**config.mk**
```make
export PLATFORM = sky130hd
export DESIGN_NAME = fetch_unit_flat
export DESIGN_NICKNAME = d
export VERILOG_FILES = /design/src/rtl/fetch_unit_if.sv /design/src/rtl/fetch_unit.sv /design/src/flat_wrapper.sv
export SDC_FILE = /design/constraint.sdc
export NUM_CORES = 1
export LEC_CHECK = 0
export CAP_MARGIN = 10
export CORE_ASPECT_RATIO = 1.75
export CORE_MARGIN = 2
export CORE_UTILIZATION = 38
export CTS_CLUSTER_DIAMETER = 60
export DETAILED_ROUTE_END_ITERATION = 8
export RECOVER_POWER = 25
export SLEW_MARGIN = 20
export SYNTH_ARGS = -nofsm -noshare
export SYNTH_HDL_FRONTEND = slang
export SYNTH_SLANG_ARGS = --single-unit
```
**constraint.sdc**
```tcl
create_clock -name clk -period 22.2 [get_ports clk]
set_clock_uncertainty 0.1 [all_clocks]
set_input_delay 6.66 -clock clk [delete_from_list [all_inputs] [get_ports clk]]
set_output_delay 6.66 -clock clk [all_outputs]
set_load 0.01 [all_outputs]
```
**src/rtl/fetch_unit_if.sv**
```systemverilog
// Fetch-unit bus bundle: instruction memory request/response,
// redirect input, and the decode-side valid/ready output port.
interface fetch_unit_if #(
  parameter int XLEN = 64,
  parameter int ILEN = 32
);
  logic            imem_req;
  logic [XLEN-1:0] imem_addr;
  logic [ILEN-1:0] imem_rdata;
  logic            redirect_valid;
  logic [XLEN-1:0] redirect_pc;
  logic            out_valid;
  logic            out_ready;
  logic [XLEN-1:0] out_pc;
  logic [ILEN-1:0] out_instr;
  logic            out_fault;

  modport master (
    output imem_req, imem_addr,
    input  imem_rdata,
    input  redirect_valid, redirect_pc,
    output out_valid,
    input  out_ready,
    output out_pc, out_instr, out_fault
  );

  modport slave (
    input  imem_req, imem_addr,
    output imem_rdata,
    output redirect_valid, redirect_pc,
    input  out_valid,
    output out_ready,
    input  out_pc, out_instr, out_fault
  );
endinterface

```
**src/rtl/fetch_unit.sv**
```systemverilog
// Decoupled fetch stage: issues sequential PCs to a 1-cycle imem,
// queues responses, hands them to decode; redirect flushes/faults.
// Ports: clk, rst (async, active-high), bus (fetch_unit_if.master).
module fetch_unit #(
  parameter int              XLEN      = 64,
  parameter int              ILEN      = 32,
  parameter int              QDEPTH    = 4,
  parameter logic [XLEN-1:0] RESET_PC  = '0,
  parameter logic [ILEN-1:0] NOP_INSTR = 32'h00000013
) (
  input logic          clk,
  input logic          rst,
  fetch_unit_if.master bus
);
  localparam int AW = $clog2(QDEPTH);
  localparam logic [0:0] S_RUN  = 1'b0;
  localparam logic [0:0] S_HALT = 1'b1;
  localparam logic [AW+1:0] W_DEPTH = (AW+2)'(QDEPTH);

  logic [0:0]      r_state;
  logic [XLEN-1:0] r_fetch_pc;
  logic [XLEN-1:0] r_infl_pc;
  logic            r_infl;
  logic [AW-1:0]   r_rd;
  logic [AW-1:0]   r_wr;
  logic [AW:0]     r_cnt;

  logic [XLEN-1:0] r_q_pc    [QDEPTH];
  logic [ILEN-1:0] r_q_instr [QDEPTH];
  logic            r_q_fault [QDEPTH];

  logic            w_redir;
  logic            w_misal;
  logic            w_nonempty;
  logic            w_valid;
  logic            w_pop;
  logic            w_push;
  logic            w_req;
  logic [AW+1:0]   w_occ;

  assign w_redir    = bus.redirect_valid;
  assign w_misal    = |bus.redirect_pc[1:0];
  assign w_nonempty = (r_cnt != '0);
  assign w_valid    = w_nonempty & ~w_redir;
  assign w_pop      = w_valid & bus.out_ready;
  assign w_push     = r_infl & ~w_redir;

  // Occupancy after this edge if we issue nothing; the
  // in-flight word already owns a slot.
  assign w_occ = {1'b0, r_cnt}
               + (AW+2)'(r_infl)
               - (AW+2)'(w_pop);

  assign w_req = ~rst & (r_state == S_RUN)
               & ~w_redir & (w_occ < W_DEPTH);

  assign bus.imem_req  = w_req;
  assign bus.imem_addr = r_fetch_pc;
  assign bus.out_valid = w_valid;
  assign bus.out_pc    = w_nonempty ? r_q_pc[r_rd]    : '0;
  assign bus.out_instr = w_nonempty ? r_q_instr[r_rd] : '0;
  assign bus.out_fault = w_nonempty & r_q_fault[r_rd];

  always_ff @(posedge clk or posedge rst) begin
    if (rst) begin
      r_state    <= S_RUN;
      r_fetch_pc <= RESET_PC;
      r_infl_pc  <= '0;
      r_infl     <= 1'b0;
      r_rd       <= '0;
      r_wr       <= '0;
      r_cnt      <= '0;
    end else if (w_redir) begin
      r_infl <= 1'b0;
      r_rd   <= '0;
      if (w_misal) begin
        // Single fault entry sits in slot 0.
        r_state <= S_HALT;
        r_wr    <= AW'(1);
        r_cnt   <= (AW+1)'(1);
      end else begin
        r_state    <= S_RUN;
        r_fetch_pc <= bus.redirect_pc;
        r_wr       <= '0;
        r_cnt      <= '0;
      end
    end else begin
      r_infl <= w_req;
      if (w_req) begin
        r_infl_pc  <= r_fetch_pc;
        r_fetch_pc <= r_fetch_pc + XLEN'(4);
      end
      if (w_push) r_wr <= r_wr + 1'b1;
      if (w_pop)  r_rd <= r_rd + 1'b1;
      case ({w_push, w_pop})
        2'b10:   r_cnt <= r_cnt + 1'b1;
        2'b01:   r_cnt <= r_cnt - 1'b1;
        default: r_cnt <= r_cnt;
      endcase
    end
  end

  always_ff @(posedge clk) begin
    if (w_redir) begin
      if (w_misal) begin
        r_q_pc[0]    <= bus.redirect_pc;
        r_q_instr[0] <= NOP_INSTR;
        r_q_fault[0] <= 1'b1;
      end
    end else if (w_push) begin
      r_q_pc[r_wr]    <= r_infl_pc;
      r_q_instr[r_wr] <= bus.imem_rdata;
      r_q_fault[r_wr] <= 1'b0;
    end
  end
endmodule

```
**src/flat_wrapper.sv**
```systemverilog
// flat-port wrapper written by rule: the top's interface ports become plain ports
module fetch_unit_flat 
#(
  parameter int              XLEN      = 64,
  parameter int              ILEN      = 32,
  parameter int              QDEPTH    = 4,
  parameter logic [XLEN-1:0] RESET_PC  = '0,
  parameter logic [ILEN-1:0] NOP_INSTR = 32'h00000013
)
  (clk, rst, bus_imem_req, bus_imem_addr, bus_imem_rdata, bus_redirect_valid, bus_redirect_pc, bus_out_valid, bus_out_ready, bus_out_pc, bus_out_instr, bus_out_fault);
  fetch_unit_if #(.XLEN(XLEN), .ILEN(ILEN)) bus_i ();
  input logic clk;
  input logic rst;
  output wire logic [$bits(bus_i.imem_req)-1:0] bus_imem_req;
  output wire logic [$bits(bus_i.imem_addr)-1:0] bus_imem_addr;
  input wire logic [$bits(bus_i.imem_rdata)-1:0] bus_imem_rdata;
  input wire logic [$bits(bus_i.redirect_valid)-1:0] bus_redirect_valid;
  input wire logic [$bits(bus_i.redirect_pc)-1:0] bus_redirect_pc;
  output wire logic [$bits(bus_i.out_valid)-1:0] bus_out_valid;
  input wire logic [$bits(bus_i.out_ready)-1:0] bus_out_ready;
  output wire logic [$bits(bus_i.out_pc)-1:0] bus_out_pc;
  output wire logic [$bits(bus_i.out_instr)-1:0] bus_out_instr;
  output wire logic [$bits(bus_i.out_fault)-1:0] bus_out_fault;
  assign bus_imem_req = bus_i.imem_req;
  assign bus_imem_addr = bus_i.imem_addr;
  assign bus_i.imem_rdata = bus_imem_rdata;
  assign bus_i.redirect_valid = bus_redirect_valid;
  assign bus_i.redirect_pc = bus_redirect_pc;
  assign bus_out_valid = bus_i.out_valid;
  assign bus_i.out_ready = bus_out_ready;
  assign bus_out_pc = bus_i.out_pc;
  assign bus_out_instr = bus_i.out_instr;
  assign bus_out_fault = bus_i.out_fault;
  fetch_unit #(.XLEN(XLEN), .ILEN(ILEN), .QDEPTH(QDEPTH), .RESET_PC(RESET_PC), .NOP_INSTR(NOP_INSTR)) u_core (.clk(clk), .rst(rst), .bus(bus_i));
endmodule
```
==> flow_metrics.tcl, run 1 <==
set metrics [dict create \
    post-route-util 0.470 \
    synth.avg_cell_area_um2 14.1 \
    ys.flop_type "edfxtp_1" \
    drc 0 \
    postPlaceCellArea_um2 26300 \
    synth.top_cell.area_share 0.511 \
    layout_commonest_cell "edfxtp_1" \
    grt_overflow 0 \
    worstHoldStart "u_core.r_infl_pc[0]$_DFFE_PP0P_" \
    cts_hold_buf 0 \
    first_global_vias 15117 \
    worstRegToRegCells 8 \
    cp_num_buf_inv 3 \
    crit_fanout 44 \
    status "finished with violations" \
    synthArstFlopShare 0.261 \
    violations "max-capacitance violations, max-slew violations" \
    die_area_um2 62000 \
    hold_class "reg2reg" \
    viasPerCell 5.44 \
    fin_setup_tns_ps 0 \
    cts_buffers 49 \
    ys_ff_latch 525 \
    critPathLaunchType "primary input" \
    stdcell_count 2676 \
    initial_core_util 0.385 \
    worstSkewPairLatency_ps 580 \
    use_met1 0.246 \
    gr-usage-all-layers 0.204 \
    cpLargestDelayFamily "buffers and inverters" \
    fillers 5278 \
    seq_area_frac_synth 0.662 \
    min_period_ps 16850 \
    path_cells "clkbuf_1 > nor2_1 > ha_1 > inv_1 > ha_1 > and3b_1 > o21ai_0 > a31oi_1 > clkdlybuf4s50_1" \
    synth-edff-count 388 \
    clock-sinks 525 \
    rsz0062_at_grt "no" \
    cts.repair.resized 0 \
    post_cts_buffers 0 \
    worst_setup_path_end_kind "primary output" \
    grt_util_met2 0.366 \
    gp_congestion 0.775 \
    yosys.area.top_type "edfxtp_1" \
    ys_top_cells_by_area "edfxtp_1, dfrtp_1, mux4_2, nand2_1, mux2_2" \
    seq_area_um2 15100 \
    finalCritPeriodShare 0.759 \
    holdPathEnd "u_core.r_infl_pc[0]$_DFFE_PP0P_" \
    synthesis.nets 1726 \
    worstReg2RegEnd "u_core.r_q_pc[2][16]$_DFFE_PP_" \
    crit_required_ps 15440 \
    drt-total-wl_um 63200 \
    yosys_warnings 0 \
    die_h_um 328 \
    grt_pass1_wl_um 94800 \
    core_um2 59200 \
    power.leakage_nw 9.59 \
    htree_levels 2 \
    hold_depth 1 \
    postRouteAntennaNets 0 \
    firstDrtPassIters 5 \
    synth_cell_types 60 \
    max_stage_delay_ps 1450 \
    area_growth_pct 22.0 \
    tightest_slew_ps 4120 \
    io_buffers 262 \
    num_rows 118 \
    grt.busiest_layer "met2" \
    hpwl_um 39200 \
    die_w_um 189 \
    wl_per_cell_um 23.6 \
    cts-root-buf "clkbuf_16" \
    multi_input_area_um2 7260 \
    synthCells 1621 \
    cts.path.max_buffers 3 \
    grt_antenna_before_repair 4 \
    num_vias 14551 \
    peakVddDrop_mv 0.0528 \
    num_io_pins 263 \
    crit_path_top_delay_cell "clkbuf_1" \
    clock.fmax_mhz 59.3 \
    max-slew-margin-rel -1.74 \
    arrival_ps 10090 \
    use_met3 0.0364 \
    power_density_nw_per_um2 97.3 \
    finalSetupViolCount 0 \
    placedCellCount 2586 \
    cp_common_cell "ha_1" \
    drt_iter0_markers 1035 \
    r2r_slack_ps 15450 \
    stdcell_area_um2 27800 \
    grt_max_degree 99 \
    cts_tree "built" \
    drive_gt1_frac 0.148 \
    maxCapViolCount 8 \
    final_cell_mix "edfxtp_1, nand2_1, clkdlybuf4s50_1" \
    criticalPathCategory "in2out" \
    syn_area_um2 22800 \
    whs_ps 409 \
    nNetsFinal 1962 \
    reg2reg_from "u_core.r_infl$_DFF_PP0_" \
    hold_viol_final 0 \
    slew_viol_final 416 \
    path_clk_slew_ps 60 \
]
## worst register-to-register path, cell delays in order (launching register included)
cell      delay (ps)
dfrtp_1          320
buf_4            380
inv_1            270
nor2_4           140
clkbuf_1        2910
inv_1            570
nor3b_2          410
buf_4            310
buf_4            820
## area by class of cell
class	instances	area share
antenna	1	0.0000900
tap	780	0.0351
clock inverter	23	0.00720
clock buffer	66	0.0486
timing repair buffer	291	0.101
inverter	27	0.00374
multi-input combinational	963	0.261
sequential	525	0.543
## cells in the mapped netlist (all sizes together), types with 23 or more instances
| cell type | n |
|---|---|
| edfxtp | 388 |
| nand2 | 242 |
| dfrtp | 137 |
| and2 | 98 |
| mux4 | 97 |
| clkbuf | 84 |
| mux2 | 66 |
| nor2 | 66 |
| o21ai | 62 |
| a21oi | 55 |
| nand3 | 37 |
| nand4 | 36 |
| and3 | 35 |
| inv | 26 |
| nor4 | 23 |
## report_power, final
| part | internal [mW] | switching [mW] |
|---|---|---|
| Combinational | 0.331 | 0.280 |
| Sequential | 1.16 | 0.109 |
| Clock | 0.462 | 0.367 |
| Total | 1.95 | 0.757 |
## sequential cells by signal (all words and copies together) (netlist names)
signal	flops
u_core.r_q_instr	128
u_core.r_cnt	3
u_core.r_infl_pc	64
u_core.r_rd	2
u_core.r_q_fault	4
u_core.r_infl	1
u_core.r_wr	2
u_core.bus.imem_addr	64
u_core.r_q_pc	256
u_core.r_state	1
## logic make-up after synthesis
logic type      after synthesis  share of synthesized area
mux                         167                      0.130
compound gates              193                     0.0513
xor+xnor                      6                    0.00231
buf+inv                     133                     0.0225
simple gates                592                      0.129
flops                       525                      0.662
fa+ha+maj                     5                    0.00307
## per-layer routing
metal	share of wire	up-vias
li1	-	6568
met1	0.39	7411
met2	0.53	449
met3	0.056	115
met4	0.032	8
met5	0.00090	-
## worst max path at each step
stage / start / end / slack [ps] / cells past startpoint
2_1_floorplan: bus_redirect_valid / bus_imem_req / 6690 / 11
3_3_place_gp: bus_out_ready / bus_imem_req / 6200 / 10
3_5_place_dp: bus_out_ready / bus_imem_req / 6200 / 10
4_1_cts: bus_out_ready / bus_imem_req / 6190 / 10
5_1_grt: bus_redirect_valid / bus_imem_req / 5090 / 9
6_report: bus_redirect_valid / bus_imem_req / 5350 / 9
## metrics by stage
stage               total power, mW  worst slack, ps
floorplan                      1.59             6690
detailed placement             1.92             6200
CTS                            2.75             6190
global route                   2.83             5090
finish                         2.70             5350
global placement               1.90             6200
(Power assumes the default switching activity.)
==> inputs of run 2 (changes only) <==
Clock period 22.2 ns to 15.2 ns, I/O delays scaled along.
==> run 2 against run 1 <==
The flow still finishes with violations (max-capacitance violations, max-slew violations). Worst hold slack got worse by 4.2 ps. Power rose by 45%. Core utilization fell by 0.076 points. Count of clock-buffer cells in the layout rose by 2. Final cell count is 0.11% lower. Sequential cell count unchanged. Register-to-register slack lost 8500 ps. Sequential share of layout area rose by 0.088 points. Critical path depth is the same. Critical path type unchanged. Critical endpoint unchanged. Highest routed layer unchanged.
==> flow_metrics.tcl, run 2 (same netlist as run 1, synthesis figures left out) <==
set metrics [dict create \
    seq_area_um2 15100 \
    die_area_um2 62000 \
    cp_common_cell "ha_1" \
    finalSetupViolCount 0 \
    hold_class "reg2reg" \
    drc 0 \
    core_um2 59200 \
    slew_viol_final 419 \
    worstSkewPairLatency_ps 590 \
    grt_max_degree 87 \
    cp_num_buf_inv 3 \
    rsz0062_at_grt "no" \
    num_io_pins 263 \
    max_stage_delay_ps 1730 \
    die_h_um 328 \
    grt_pass1_wl_um 95100 \
    placedCellCount 2584 \
    grt_overflow 0 \
    power_density_nw_per_um2 141 \
    tightest_slew_ps 3960 \
    finalCritPeriodShare 0.857 \
    area_growth_pct 21.8 \
    post_cts_buffers 0 \
    firstDrtPassIters 5 \
    crit_fanout 52 \
    multi_input_area_um2 7260 \
    final_cell_mix "edfxtp_1, nand2_1, clkdlybuf4s50_1" \
    postRouteAntennaNets 0 \
    nNetsFinal 1960 \
    status "finished with violations" \
    htree_levels 2 \
    crit_path_top_delay_cell "clkbuf_1" \
    viasPerCell 5.44 \
    gr-usage-all-layers 0.203 \
    combPwrFrac 0.229 \
    cts.path.max_buffers 3 \
    clock-sinks 525 \
    path_clk_slew_ps 60 \
    cts-root-buf "clkbuf_16" \
    max-slew-margin-rel -1.64 \
    num_rows 118 \
    drt_iter0_markers 914 \
    layout_commonest_cell "edfxtp_1" \
    p_int_mw 2.82 \
    peakVddDrop_mv 0.0749 \
    violations "max-capacitance violations, max-slew violations" \
    maxCapViolCount 7 \
    hpwl_um 39400 \
    wl_per_cell_um 23.5 \
    arrival_ps 8370 \
    stdcell_count 2673 \
    cts_hold_buf 0 \
    fillers 5248 \
    min_period_ps 13030 \
    crit_required_ps 10540 \
    num_vias 14550 \
    cts_tree "built" \
    pwr-share-clk 0.299 \
    drt-total-wl_um 62800 \
    swShare 0.281 \
    initial_core_util 0.385 \
    criticalPathCategory "in2out" \
    cts.repair.resized 0 \
    power.leakage_nw 9.57 \
    largestRegisters "u_core.r_q_pc x256, u_core.r_q_instr x128" \
    top_register "u_core.r_q_pc" \
    seqPwrFrac 0.471 \
    clock.fmax_mhz 76.7 \
    cpLargestDelayFamily "buffers and inverters" \
    critPathLaunchType "primary input" \
    worst_setup_path_end_kind "primary output" \
    die_w_um 189 \
    hold_viol_final 0 \
    path_cells "clkbuf_1 > nor2_1 > ha_1 > inv_1 > ha_1 > and3b_1 > o21ai_0 > a31oi_1 > clkdlybuf4s50_1" \
    io_buffers 262 \
    cts_buffers 49 \
    grt_antenna_before_repair 5 \
    first_global_vias 15323 \
    fin_setup_tns_ps 0 \
    p_sw_mw 1.10 \
    drive_gt1_frac 0.146 \
    largest_register_ff_count 256 \
    gp_congestion 0.779 \
]
-- run 2: path summary, 6_finish.rpt --
check	endpoint	cells past startpoint	slack [ps]	start
max	bus_imem_req	9	2170	bus_redirect_valid
min	u_core.r_infl_pc[4]$_DFFE_PP0P_	1	410	u_core.r_infl_pc[4]$_DFFE_PP0P_
max reg2reg	u_core.r_q_pc[2][11]$_DFFE_PP_	9	6990	u_core.r_infl$_DFF_PP0_
min reg2reg	u_core.r_infl_pc[4]$_DFFE_PP0P_	1	410	u_core.r_infl_pc[4]$_DFFE_PP0P_
max in group asynchronous	u_core.r_rd[0]$_DFFE_PP0P_	3	4450	rst
min in group asynchronous	u_core.r_state$_DFFE_PP0P_	2	5550	rst
-- run 2: area by class of cell --
type | instances | share of cell area
clock buffer | 68 | 0.0493
timing repair buffer | 289 | 0.102
tap | 780 | 0.0352
multi-input combinational | 963 | 0.262
antenna | 1 | 0.0000902
inverter | 27 | 0.00374
clock inverter | 20 | 0.00478
sequential | 525 | 0.544
-- run 2: layer usage --
layer  global-route usage  vias up  share of wire
li1                     -     6566              -
met1                0.243     7400           0.39
met2                0.359      451           0.52
met3               0.0355      125          0.053
met4               0.0831        8          0.039
met5                    0        -        0.00088
-- run 2: power groups by stage --
| stage | Clock, mW | Sequential [mW] | Combinational (mW) |
|---|---|---|---|
| 4_1_cts | 1.21 | 1.85 | 0.930 |
| 3_3_place_gp | 0 | 1.87 | 0.910 |
| 3_5_place_dp | 0 | 1.88 | 0.925 |
| 5_1_grt | 1.26 | 1.87 | 0.974 |
| 2_1_floorplan | 0 | 1.83 | 0.492 |
| 6_report | 1.17 | 1.85 | 0.899 |
-- run 2: stage by stage --
step / utilization / hold slack (ps) / setup slack, ps / instance area [um^2] / power (mW)
3_3_place_gp: 0.444 / 389 / 3410 / 26300 / 2.78
4_1_cts: 0.469 / 410 / 3310 / 27800 / 3.99
2_1_floorplan: - / 376 / 2060 / 22800 / 2.32
3_5_place_dp: 0.444 / 395 / 3320 / 26300 / 2.80
5_1_grt: 0.469 / 418 / 1900 / 27800 / 4.10
6_report: 0.469 / 405 / 2170 / 27800 / 3.92
